## config.mk

```make
export PLATFORM = sky130hd
export DESIGN_NAME = gpr_issue_sched_flat
export DESIGN_NICKNAME = d
export VERILOG_FILES = /design/src/rtl/gpr_issue_sched_if.sv /design/src/rtl/gpr_issue_sched.sv /design/src/flat_wrapper.sv
export SDC_FILE = /design/constraint.sdc
export NUM_CORES = 1
export LEC_CHECK = 0
export ABC_AREA = 1
export ABC_CLOCK_PERIOD_IN_PS = 6200
export BUFFER_PORTS_ARGS = -buffer_cell sky130_fd_sc_hd__buf_2
export CAP_MARGIN = 30
export CORE_UTILIZATION = 35
export CTS_CLUSTER_DIAMETER = 80
export DETAILED_ROUTE_END_ITERATION = 8
export PLACE_DENSITY = 0.58
export REMOVE_ABC_BUFFERS = 1
export SLEW_MARGIN = 5
export SYNTH_ARGS = -nofsm -noshare
export SYNTH_HDL_FRONTEND = slang
export SYNTH_SLANG_ARGS = --single-unit
```

## constraint.sdc

```tcl
create_clock -name clk -period 6.2 [get_ports clk]
set_input_delay 0.93 -clock clk [delete_from_list [all_inputs] [get_ports clk]]
set_output_delay 0.93 -clock clk [all_outputs]
set_load 0.02 [all_outputs]
```

## src/rtl/gpr_issue_sched_if.sv

```systemverilog
// Handshake bundle between IDU, the issue scheduler, EXU and WBU.
// The master side is the pipeline around the scheduler; the slave side is the scheduler.
interface gpr_issue_sched_if;
  logic       idu_valid;
  logic       idu_ready;
  logic [4:0] idu_rs1;
  logic [4:0] idu_rs2;
  logic [4:0] idu_rd;
  logic       idu_rd_wen;
  logic       exu_valid;
  logic       exu_ready;
  logic [4:0] exu_rd;
  logic       wbu_valid;
  logic       wbu_ready;
  logic [4:0] wbu_rd;
  logic       wbu_wen;
  logic       gpr_wen;
  logic [4:0] gpr_waddr;

  modport master (
    output idu_valid, idu_rs1, idu_rs2, idu_rd, idu_rd_wen,
    output exu_ready, wbu_valid, wbu_rd, wbu_wen,
    input  idu_ready, exu_valid, exu_rd, wbu_ready, gpr_wen, gpr_waddr
  );

  modport slave (
    input  idu_valid, idu_rs1, idu_rs2, idu_rd, idu_rd_wen,
    input  exu_ready, wbu_valid, wbu_rd, wbu_wen,
    output idu_ready, exu_valid, exu_rd, wbu_ready, gpr_wen, gpr_waddr
  );
endinterface

```

## src/rtl/gpr_issue_sched.sv

```systemverilog
// Scoreboard issue controller: stalls IDU on RAW/WAW hazards or a full in-flight window,
// hands instructions to EXU and turns WBU retirements into GPR write strobes.
module gpr_issue_sched #(
  parameter int NR_REGS      = 16,
  parameter int MAX_INFLIGHT = 4,
  parameter int CNT_W        = 32
) (
  input  logic               clk,
  input  logic               rst,
  gpr_issue_sched_if.slave   bus,
  output logic [NR_REGS-1:0] busy_vec,
  output logic [2:0]         inflight,
  output logic [CNT_W-1:0]   stall_cnt,
  output logic               sb_err
);

  typedef enum logic [1:0] {IDLE, STALL, ISSUE} state_t;

  state_t             state, state_nxt;
  logic [NR_REGS-1:0] busy, busy_nxt, set_mask, clr_mask;
  logic [2:0]         cnt, cnt_nxt;
  logic [4:0]         rd_q;
  logic               hazard, issue, dec, err_nxt, stall_cyc;

  // One-hot of a register index; x0 and indices beyond the file map to no bit.
  function automatic logic [NR_REGS-1:0] reg_mask(input logic [4:0] idx);
    reg_mask = '0;
    for (int i = 1; i < NR_REGS; i++)
      if (idx == 5'(i)) reg_mask[i] = 1'b1;
  endfunction

  function automatic logic is_busy(input logic [4:0] idx, input logic [NR_REGS-1:0] vec);
    is_busy = |(reg_mask(idx) & vec);
  endfunction

  // Hazards use registered state only, so a WBU clear is visible one cycle later.
  always_comb begin
    hazard = is_busy(bus.idu_rs1, busy) | is_busy(bus.idu_rs2, busy)
           | (bus.idu_rd_wen & is_busy(bus.idu_rd, busy))
           | (cnt == 3'(MAX_INFLIGHT));
  end

  always_comb begin
    state_nxt = state;
    issue     = 1'b0;
    case (state)
      IDLE: begin
        if (bus.idu_valid) begin
          if (!hazard) begin
            issue     = 1'b1;
            state_nxt = ISSUE;
          end else begin
            state_nxt = STALL;
          end
        end
      end
      STALL:   if (!hazard) state_nxt = IDLE;
      ISSUE:   if (bus.exu_ready) state_nxt = IDLE;
      default: state_nxt = IDLE;
    endcase
  end

  // Set is applied after clear so a same-bit collision leaves the bit busy.
  always_comb begin
    set_mask  = (issue && bus.idu_rd_wen) ? reg_mask(bus.idu_rd) : '0;
    clr_mask  = (bus.wbu_valid && bus.wbu_wen) ? reg_mask(bus.wbu_rd) : '0;
    busy_nxt  = (busy & ~clr_mask) | set_mask;
    dec       = bus.wbu_valid & (cnt != 3'd0);
    cnt_nxt   = cnt + {2'b00, issue} - {2'b00, dec};
    err_nxt   = bus.wbu_valid & ((cnt == 3'd0)
              | (bus.wbu_wen & (bus.wbu_rd != 5'd0) & ~is_busy(bus.wbu_rd, busy)));
    stall_cyc = bus.idu_valid & ~bus.idu_ready;
  end

  always_ff @(posedge clk or posedge rst) begin
    if (rst) begin
      state     <= IDLE;
      busy      <= '0;
      cnt       <= '0;
      rd_q      <= '0;
      stall_cnt <= '0;
      sb_err    <= 1'b0;
    end else begin
      state <= state_nxt;
      busy  <= busy_nxt;
      cnt   <= cnt_nxt;
      if (issue) rd_q <= bus.idu_rd;
      if (stall_cyc) stall_cnt <= stall_cnt + CNT_W'(1);
      if (err_nxt) sb_err <= 1'b1;
    end
  end

  assign bus.idu_ready = (state == IDLE) & ~hazard;
  assign bus.exu_valid = (state == ISSUE);
  assign bus.exu_rd    = rd_q;
  assign bus.wbu_ready = 1'b1;
  assign bus.gpr_wen   = bus.wbu_valid & bus.wbu_wen & (bus.wbu_rd != 5'd0);
  assign bus.gpr_waddr = bus.wbu_rd;
  assign busy_vec      = busy;
  assign inflight      = cnt;

endmodule
```

## src/flat_wrapper.sv

```systemverilog
// flat-port wrapper written by rule: the top's interface ports become plain ports
module gpr_issue_sched_flat 
#(
  parameter int NR_REGS      = 16,
  parameter int MAX_INFLIGHT = 4,
  parameter int CNT_W        = 32
)
  (clk, rst, busy_vec, inflight, stall_cnt, sb_err, bus_idu_valid, bus_idu_rs1, bus_idu_rs2, bus_idu_rd, bus_idu_rd_wen, bus_exu_ready, bus_wbu_valid, bus_wbu_rd, bus_wbu_wen, bus_idu_ready, bus_exu_valid, bus_exu_rd, bus_wbu_ready, bus_gpr_wen, bus_gpr_waddr);
  gpr_issue_sched_if bus_i ();
  input  logic clk;
  input  logic rst;
  output logic [NR_REGS-1:0] busy_vec;
  output logic [2:0] inflight;
  output logic [CNT_W-1:0] stall_cnt;
  output logic sb_err;
  input wire logic [$bits(bus_i.idu_valid)-1:0] bus_idu_valid;
  input wire logic [$bits(bus_i.idu_rs1)-1:0] bus_idu_rs1;
  input wire logic [$bits(bus_i.idu_rs2)-1:0] bus_idu_rs2;
  input wire logic [$bits(bus_i.idu_rd)-1:0] bus_idu_rd;
  input wire logic [$bits(bus_i.idu_rd_wen)-1:0] bus_idu_rd_wen;
  input wire logic [$bits(bus_i.exu_ready)-1:0] bus_exu_ready;
  input wire logic [$bits(bus_i.wbu_valid)-1:0] bus_wbu_valid;
  input wire logic [$bits(bus_i.wbu_rd)-1:0] bus_wbu_rd;
  input wire logic [$bits(bus_i.wbu_wen)-1:0] bus_wbu_wen;
  output wire logic [$bits(bus_i.idu_ready)-1:0] bus_idu_ready;
  output wire logic [$bits(bus_i.exu_valid)-1:0] bus_exu_valid;
  output wire logic [$bits(bus_i.exu_rd)-1:0] bus_exu_rd;
  output wire logic [$bits(bus_i.wbu_ready)-1:0] bus_wbu_ready;
  output wire logic [$bits(bus_i.gpr_wen)-1:0] bus_gpr_wen;
  output wire logic [$bits(bus_i.gpr_waddr)-1:0] bus_gpr_waddr;
  assign bus_i.idu_valid = bus_idu_valid;
  assign bus_i.idu_rs1 = bus_idu_rs1;
  assign bus_i.idu_rs2 = bus_idu_rs2;
  assign bus_i.idu_rd = bus_idu_rd;
  assign bus_i.idu_rd_wen = bus_idu_rd_wen;
  assign bus_i.exu_ready = bus_exu_ready;
  assign bus_i.wbu_valid = bus_wbu_valid;
  assign bus_i.wbu_rd = bus_wbu_rd;
  assign bus_i.wbu_wen = bus_wbu_wen;
  assign bus_idu_ready = bus_i.idu_ready;
  assign bus_exu_valid = bus_i.exu_valid;
  assign bus_exu_rd = bus_i.exu_rd;
  assign bus_wbu_ready = bus_i.wbu_ready;
  assign bus_gpr_wen = bus_i.gpr_wen;
  assign bus_gpr_waddr = bus_i.gpr_waddr;
  gpr_issue_sched #(.NR_REGS(NR_REGS), .MAX_INFLIGHT(MAX_INFLIGHT), .CNT_W(CNT_W)) u_core (.clk(clk), .rst(rst), .bus(bus_i), .busy_vec(busy_vec), .inflight(inflight), .stall_cnt(stall_cnt), .sb_err(sb_err));
endmodule
```

# Word level (Yosys, flattened, before mapping)
# Index checks and enable logic that the tools add are counted.
dict set report totals {
  reg_bits 59
  latch_bits 0
  ram_bits 0
  rom_bits 0
  inputBits 27
  output_inout_bits 66
  memories 0
}
dict set report op_classes {
  n_addsub 3
  multipliers 0
  n_div 0
  n_lt_le_gt_ge 0
  n_eq_ne 66
  shift 0
  muxes 70
  bitwise 23
  reduce_logical 11
}
# cell count
set op_table {}
lappend op_table {{5-bit by 4-bit == test with 1-bit output (second input constant)} 32}
lappend op_table {{16-bit bitwise AND} 5}
lappend op_table {{5-bit by 3-bit == test with 1-bit output (second input constant)} 16}
lappend op_table {{16-bit OR reduction} 4}
lappend op_table {{1-bit two-way mux} 63}
lappend op_table {{5-bit by 2-bit == test with 1-bit output (second input constant)} 8}
lappend op_table {{32-bit by 1-bit adder with 32-bit output (second input constant)} 1}
lappend op_table {{16-bit two-way mux} 2}
lappend op_table {{5-bit by 1-bit == test with 1-bit output (second input constant)} 4}
lappend op_table {{16-bit NOT} 1}
lappend op_table {{16-bit bitwise OR} 1}
lappend op_table {{1-bit bitwise AND} 9}
lappend op_table {{2-bit two-way mux} 4}
lappend op_table {{2-bit inequality test (second input constant)} 3}
lappend op_table {{2-bit one-hot mux with 3 select lines} 1}
lappend op_table {{5-bit nonzero test} 1}
lappend op_table {{1-bit bitwise OR} 4}
lappend op_table {{3-bit by 1-bit adder with 3-bit output} 1}
lappend op_table {{3-bit == test (second input constant)} 1}
lappend op_table {{3-bit logical NOT} 1}
lappend op_table {{1-bit NOT} 3}
lappend op_table {{3-bit AND reduction} 1}
lappend op_table {{3-bit nonzero test} 1}
lappend op_table {{3-bit by 1-bit subtractor with 3-bit output} 1}
lappend op_table {{4 further kinds} 5}

# Depth between registers and ports, before layout
# Gate-level depths: netlist (run 1).
dict set report logic_depth {
  ltp_word 13
  ltp_mapped 16
  depth_no_buf 16
}

# Worst setup path after synthesis (run 1)
# OpenSTA, ideal clock, no wires.
dict set report synth_path {
  kind {in2out}
  startpoint {input port bus_idu_rs1[0]}
  endpoint {output port bus_idu_ready}
  t_arrival_ps 2113
  t_required_ps 5270
  setup_slack_ps 3157
  stages 12
  n_path_buf 2
  path_cell_list {buf_2 -> inv_1 -> nor2_1 -> nand2_1 -> nand2_1 -> nor2_1 -> o21a_1 -> nand2_1 -> nor2_2 -> nand2_1 -> nor2_4 -> buf_4}
}
dict set report synth_via {
  elab_chain_cells 9
  elab_cells_between_ends 37
}
# element line
set synth_lines {}
lappend synth_lines {{from (decl)} flat_wrapper.sv:17} ;# input wire logic [$bits(bus_i.idu_rs1)-1:0] bus_idu_rs1;
lappend synth_lines {{5-bit by 1-bit == test with 1-bit output (tied with other cells)} gpr_issue_sched.sv:29} ;# if (idx == 5'(i)) reg_mask[i] = 1'b1;
lappend synth_lines {{1-bit two-way mux} gpr_issue_sched.sv:29}
lappend synth_lines {{16-bit bitwise AND (*)} gpr_issue_sched.sv:33} ;# is_busy = |(reg_mask(idx) & vec);
lappend synth_lines {{16-bit OR reduction (*)} gpr_issue_sched.sv:33}
lappend synth_lines {{1-bit bitwise OR (*)} gpr_issue_sched.sv:38} ;# hazard = is_busy(bus.idu_rs1, busy) | is_busy(bus.idu_rs2, busy)
lappend synth_lines {{1-bit bitwise OR (*)} gpr_issue_sched.sv:39} ;# | (bus.idu_rd_wen & is_busy(bus.idu_rd, busy))
lappend synth_lines {{1-bit bitwise OR (*)} gpr_issue_sched.sv:40} ;# | (cnt == 3'(MAX_INFLIGHT));
lappend synth_lines {{1-bit NOT (*)} gpr_issue_sched.sv:93} ;# assign bus.idu_ready = (state == IDLE) & ~hazard;
lappend synth_lines {{1-bit bitwise AND (*)} gpr_issue_sched.sv:93}
lappend synth_lines {{to (decl)} flat_wrapper.sv:25} ;# output wire logic [$bits(bus_i.idu_ready)-1:0] bus_idu_ready;
# Mark *: on every way between the ends. The rest lies on a longest branch, timed or not.

# Final worst setup path (run 1)
# Same ends and word-level chain as after synthesis.

==> results.json, run 1 <==
{
  "critPathLaunchType": "input pin",
  "hold_path.class": "reg2reg",
  "grt.total_usage_pct": 21.6,
  "reg2reg_from": "u_core.busy_vec[3]$_DFF_PP0_",
  "worstHoldPathCells": 2,
  "cts-hold-fix-buffers": 0,
  "yosysSeqAreaShare_pct": 35.5,
  "grt_util_met2_pct": 36.1,
  "yosysTopAreaCell": "dfrtp_1",
  "place_inst": 828,
  "hold_ws_ps": 454,
  "antennaDiodeCount": 0,
  "cts.sinks": 58,
  "fin_ws_ps": 2710,
  "clkPwrFrac_pct": 33.4,
  "synth_enable_flop_cells": 0,
  "hp-start": "u_core.sb_err$_DFFE_PP0P_",
  "htree_levels": 3,
  "finalInstanceArea_mm2": 0.00491,
  "yosys.area.top_type_share_pct": 35.5,
  "instances_no_fill": 844,
  "switching_share_pct": 39.9,
  "pre_cts_slack_ps": 2710,
  "finalWirelength_um": 12300,
  "ys.flop_type": "dfrtp_1",
  "min_period_over_period_pct": 56.3,
  "cts_resized": 0,
  "yosysWarnings": 0,
  "crit_top_cell": "nand2_1",
  "area_delta_synth_final_pct": 20.1,
  "r2r_cells": 14,
  "globalplace.congestion": 0.969,
  "end_kind": "primary output",
  "grt_first_pass_wirelength_um": 19700,
  "final.setup.tns_ps": 0,
  "critPathMaxFanout": 17,
  "antenna_found_initial": 0,
  "io_buffers": 90,
  "clockBufferDepth": 2,
  "fin_nets": 727,
  "max_cap_violations": 0,
  "synth-seq-cells": 58,
  "fp.dieW_um": 110,
  "grt.met1_usage_pct": 25.9,
  "grt_pass1_vias": 4051,
  "finalMaxSlewViolations": 0,
  "clk_latency_ps": 340,
  "path_class": "in2out",
  "cts_tree": "built",
  "post-cts-setup-buffer-count": 0,
  "power.total_mw": 1.71,
  "overflow": 0,
  "postSynthCellCount": 615,
  "cts_root_buf": "clkbuf_16",
  "slowest_delay_ps": 340,
  "dieHeight_um": 110,
  "busiest_layer": "met2",
  "power.switching_uw": 681,
  "pwr-share-seq_pct": 34.3,
  "viasPerCell": 5.05,
  "most-common-layout-cells": "nand2_1, buf_2, nor2_1",
  "fp-row-count": 39,
  "hold_violations": 0,
  "synthArstFlopShare_pct": 100,
  "fmax_mhz": 287,
  "internal-power_mw": 1.02,
  "coreArea_mm2": 0.0114,
  "skew_ps": 5.95,
  "max_slew.worst_pin.slew_ps": 789,
  "drive_above_1_share_pct": 16.7,
  "fin_crit_ps": 3490,
  "status": "finished clean",
  "grt_setup_unrepaired": "no",
  "worstPathCellList": "buf_2 -> inv_1 -> nor2_1 -> nand2_1 -> nand2_1 -> nor2_1 -> o21a_1 -> nand2_1 -> nor2_2 -> nand2_1 -> nor2_4 -> buf_2",
  "syn_area_mm2": 0.00409,
  "cts_buffers": 9,
  "path_clk_slew_ps": 50,
  "vias": 4260,
  "worstReg2RegEnd": "u_core.inflight[2]$_DFF_PP0_",
  "utilization_pct": 43.0,
  "leakage_nw": 2.60,
  "die-area_mm2": 0.0121,
  "synth.area.top_cells": "dfrtp_1, nand2_1, nor2_1, inv_1, nand3_1",
  "ios": 93,
  "first_pass_iters": 4,
  "setup_viol": 0,
  "drc_errors": 0,
  "placed_area_mm2": 0.00458,
  "postSynthAreaPerCell_um2": 6.65,
  "vdd_drop_max_mv": 0.238,
  "powerDensity_mw_per_mm2": 347,
  "drt-initial-drc-count": 281,
  "wl_per_cell_um": 14.5,
  "met3_usage_pct": 6.29,
  "regToRegSetupSlack_ps": 3440,
  "slowest_stage": "nor2_4",
  "crit_required_ps": 5270,
  "ant_nets": 0,
  "synth.distinct_cells": 36,
  "initial_core_util_pct": 35.8,
  "power_frac_comb_pct": 32.3,
  "grt_start_max_net_pins": 59,
  "final_common_cell": "nand2_1",
  "cp.arrival_ps": 2560,
  "hold_end": "u_core.sb_err$_DFFE_PP0P_",
  "slew_headroom_pct": 47.4,
  "post-dp-hpwl_um": 9090
}
synthesized netlist by cell type, types with 2 or more instances:
library cell	instances
conb_1	2
xnor2_1	18
nand4_1	31
buf_6	4
buf_2	3
inv_2	2
dfrtp_1	58
ha_1	3
buf_4	11
xor2_1	14
nor4_1	4
o21ai_0	22
inv_1	60
and3_1	2
nand3b_1	2
nor3_1	18
o21ai_1	3
nand3_1	44
o22ai_1	5
nor2_1	74
clkbuf_1	3
nor2_2	3
nand2_1	214
a21oi_1	3
kinds of logic (layout without fill, tap and decap cells):
group	Yosys count	after routing	synth area share, %
other cells	2	2	0.183
xor+xnor	32	32	6.85
buf+inv	84	170	9.54
flops	58	58	35.5
compound gates	37	37	4.92
fa+ha+maj	4	4	1.41
simple gates	398	398	41.6
final cells by class:
class                   count  area, um^2
fillers                  1233        6500
multi-input cells         473        2250
flip-flops and latches     58        1450
repair buffers             92         465
clock buffers              11         233
inverters                  62         233
well taps                 143         179
clock inverters             5         103
worst max path at each step:
stage | from | end | slack (ps) | cells past startpoint
after global placement | bus_idu_rs1[0] | bus_idu_ready | 2780 | 12
after floorplan | bus_idu_rs2[1] | u_core.inflight[2]$_DFF_PP0_ | 3330 | 14
after detailed placement | bus_idu_rs1[0] | u_core.inflight[2]$_DFF_PP0_ | 2710 | 16
after CTS | bus_idu_rs1[0] | bus_idu_ready | 2740 | 12
final | bus_idu_rs1[0] | bus_idu_ready | 2710 | 12
after global routing | bus_idu_rs1[0] | bus_idu_ready | 2570 | 12
layer usage:
| layer | share of wire [%] | vias to the layer above |
|---|---|---|
| met4 | 2.7 | 0 |
| li1 | - | 2132 |
| met2 | 48 | 120 |
| met5 | 0 | - |
| met1 | 45 | 1979 |
| met3 | 4.9 | 29 |
flip-flops by register name, summed over array words and instances (netlist names):
signal,cells
u_core.stall_cnt,32
u_core.busy_vec,15
u_core.bus.exu_rd,5
u_core.inflight,3
u_core.state,2
u_core.sb_err,1
power groups by stage:
stage                     clock network, mW  registers [mW]  logic [mW]
after floorplan                           0           0.634       0.278
after global placement                    0           0.587       0.550
after detailed placement                  0           0.588       0.556
after CTS                             0.582           0.583       0.557
after global routing                  0.598           0.595       0.616
final                                 0.569           0.585       0.552
critical path, delay by kind of cell:
family,cells,cell delay (ps)
and+or+nand+nor,8,960
buffers and inverters,3,540
AOI/OAI and AO/OA,1,120
No activity file was read; power rests on OpenSTA's default activity.
==> run 2, diff against run 1 <==
--- a/config.mk
+++ b/config.mk
@@ -6,13 +6,13 @@
 export NUM_CORES = 1
 export LEC_CHECK = 0
 export ABC_AREA = 1
-export ABC_CLOCK_PERIOD_IN_PS = 6200
+export ABC_CLOCK_PERIOD_IN_PS = 3100
 export BUFFER_PORTS_ARGS = -buffer_cell sky130_fd_sc_hd__buf_2
 export CAP_MARGIN = 30
 export CORE_UTILIZATION = 35
 export CTS_CLUSTER_DIAMETER = 80
 export DETAILED_ROUTE_END_ITERATION = 8
-export PLACE_DENSITY = 0.58
+export PLACE_DENSITY = 0.6
 export REMOVE_ABC_BUFFERS = 1
 export SLEW_MARGIN = 5
 export SYNTH_ARGS = -nofsm -noshare
==> constraint.sdc (replaced) <==
create_clock -name clk -period 3.1 [get_ports clk]
set_input_delay 0.465 -clock clk [delete_from_list [all_inputs] [get_ports clk]]
set_output_delay 0.465 -clock clk [all_outputs]
set_load 0.02 [all_outputs]
==> run 2 against run 1 <==
Power is 94% higher. Die area stayed put. Hold slack worse by 330 ps. Sequential power is 98% higher. Final cell count is 0.24% higher. Clock power is 73% higher. Combinational power is 110% higher. Register-to-register slack worse by 3000 ps. Clock-buffer cell count is 1 higher. Via count is 0.31% lower. Non-clock buffer count is 3 higher. Critical path depth is 2 higher. Largest power group unchanged. Highest routed layer unchanged.
==> results.json, run 2 (synthesized netlist as in run 1, its figures left out) <==
{
  "drt-initial-drc-count": 211,
  "grt.total_usage_pct": 22.2,
  "post-cts-setup-buffer-count": 0,
  "fp-row-count": 39,
  "cts-hold-fix-buffers": 0,
  "coreArea_mm2": 0.0114,
  "powerDensity_mw_per_mm2": 675,
  "grt_start_max_net_pins": 41,
  "min_period_over_period_pct": 85.7,
  "slowest_stage": "dfrtp_1",
  "hold_violations": 0,
  "clockBufferDepth": 2,
  "place_inst": 831,
  "nFillCells": 1208,
  "fin_nets": 730,
  "largest_reg_flops": 32,
  "instances_no_fill": 846,
  "post-dp-hpwl_um": 9520,
  "most-common-layout-cells": "nand2_1, buf_2, nor2_1",
  "antennaDiodeCount": 0,
  "crit_top_cell": "nand3_1",
  "wl_per_cell_um": 14.8,
  "wl_met3_um": 652,
  "finalWirelength_um": 12500,
  "highest-signal-layer": "met4",
  "grt_pass1_vias": 4110,
  "overflow": 0,
  "htree_levels": 3,
  "finalInstanceArea_mm2": 0.00489,
  "grt_first_pass_wirelength_um": 20300,
  "wl_met2_um": 6150,
  "ant_nets": 0,
  "vdd_drop_max_mv": 0.339,
  "placed_area_mm2": 0.00460,
  "power.total_mw": 3.30,
  "die-area_mm2": 0.0121,
  "largest-register": "u_core.stall_cnt",
  "pwr-share-seq_pct": 35.2,
  "internal-power_mw": 1.93,
  "slowest_delay_ps": 500,
  "max_slew.worst_pin.slew_ps": 678,
  "viasPerCell": 5.02,
  "cp.arrival_ps": 2920,
  "fp.dieW_um": 110,
  "initial_core_util_pct": 35.8,
  "path_clk_slew_ps": 60,
  "status": "finished clean",
  "switching_share_pct": 41.5,
  "ios": 93,
  "hold_ws_ps": 127,
  "cts_buffers": 9,
  "dieHeight_um": 110,
  "critPathMaxFanout": 6,
  "crit_required_ps": 3360,
  "fin_crit_ps": 2660,
  "cts_resized": 0,
  "power_frac_comb_pct": 34.9,
  "antenna_found_initial": 0,
  "clk_latency_ps": 340,
  "grt_setup_unrepaired": "no",
  "finalMaxSlewViolations": 0,
  "area_delta_synth_final_pct": 19.4,
  "drive_above_1_share_pct": 16.9,
  "cts.sinks": 58,
  "slew_headroom_pct": 54.5,
  "max_cap_violations": 0,
  "end_kind": "register",
  "leakage_nw": 2.59,
  "cts_tree": "built",
  "final.setup.tns_ps": 0,
  "setup_viol": 0,
  "cp_num_buf_inv": 2,
  "skew_ps": 12.0,
  "cpLargestDelayFamily": "simple AND/OR/NAND/NOR gates",
  "hold_path.class": "in2async",
  "power.switching_mw": 1.37,
  "cts_root_buf": "clkbuf_16",
  "vias": 4247,
  "met1Wirelength_um": 5330,
  "globalplace.congestion": 0.896,
  "fmax_mhz": 377,
  "path_class": "reg2reg",
  "final_common_cell": "nand2_1",
  "worstPathCellList": "nand3_1 -> nand3_1 -> nand2_1 -> inv_1 -> nor2_1 -> nand3_1 -> nor2_2 -> nand3_1 -> nor2_1 -> ha_1 -> inv_1 -> fa_1 -> xnor2_1 -> xor2_1",
  "drc_errors": 0,
  "io_buffers": 90,
  "critPathLaunchType": "register",
  "first_pass_iters": 5,
  "clkPwrFrac_pct": 29.9
}
## run 2: metrics by stage
step                      setup WS [ps]  util (%)
after floorplan                     696         -
after global placement              309      40.3
after detailed placement            208      40.3
after CTS                           432      42.8
after global routing                234      42.8
final                               445      42.8
## run 2: path summary, 6_finish.rpt
| check | startpoint | endpoint | slack [ps] | depth (start not counted) |
|---|---|---|---|---|
| max | u_core.busy_vec[2]$_DFF_PP0_ | u_core.inflight[2]$_DFF_PP0_ | 440 | 14 |
| min | rst | u_core.busy_vec[7]$_DFF_PP0_ | 130 | 2 |
| max reg2reg | u_core.busy_vec[2]$_DFF_PP0_ | u_core.inflight[2]$_DFF_PP0_ | 440 | 14 |
| min reg2reg | u_core.bus.exu_rd[3]$_DFFE_PP0P_ | u_core.bus.exu_rd[3]$_DFFE_PP0P_ | 460 | 2 |
| max in group asynchronous | rst | u_core.busy_vec[12]$_DFF_PP0_ | 2110 | 3 |
| min in group clk | bus_exu_ready | u_core.state[1]$_DFFE_PP0P_ | 300 | 2 |
## run 2: worst register-to-register path: cells and delay by family, from the launching register on
kind | cells | cell delay, ps
flip-flops | 1 | 500
XOR/XNOR | 2 | 340
AND/OR/NAND/NOR | 8 | 1070
buffers and inverters | 2 | 80
adder cells (fa/ha/maj) | 2 | 580
## run 2: final cells by class
cell class	count	area [um^2]	area share [%]
clock buffer	12	246	5.04
clock inverter	3	40.0	0.819
inverter	62	233	4.76
multi-input combinational	473	2250	46.0
sequential	58	1450	29.7
tap	143	179	3.66
timing repair buffer	95	488	9.98
## run 2: power by group through the flow
| stage | registers [mW] | clock network (mW) | logic, mW |
|---|---|---|---|
| floorplan | 1.27 | 0 | 0.556 |
| global route | 1.19 | 1.04 | 1.29 |
| finish | 1.16 | 0.987 | 1.15 |
| CTS | 1.16 | 1.02 | 1.16 |
| global placement | 1.17 | 0 | 1.14 |
| detailed placement | 1.17 | 0 | 1.16 |
## run 2: layer usage
layer	track usage, %	up-vias
met3	4.35	25
met2	38.0	129
met5	0	-
li1	-	2140
met4	12.3	0
met1	26.0	1953
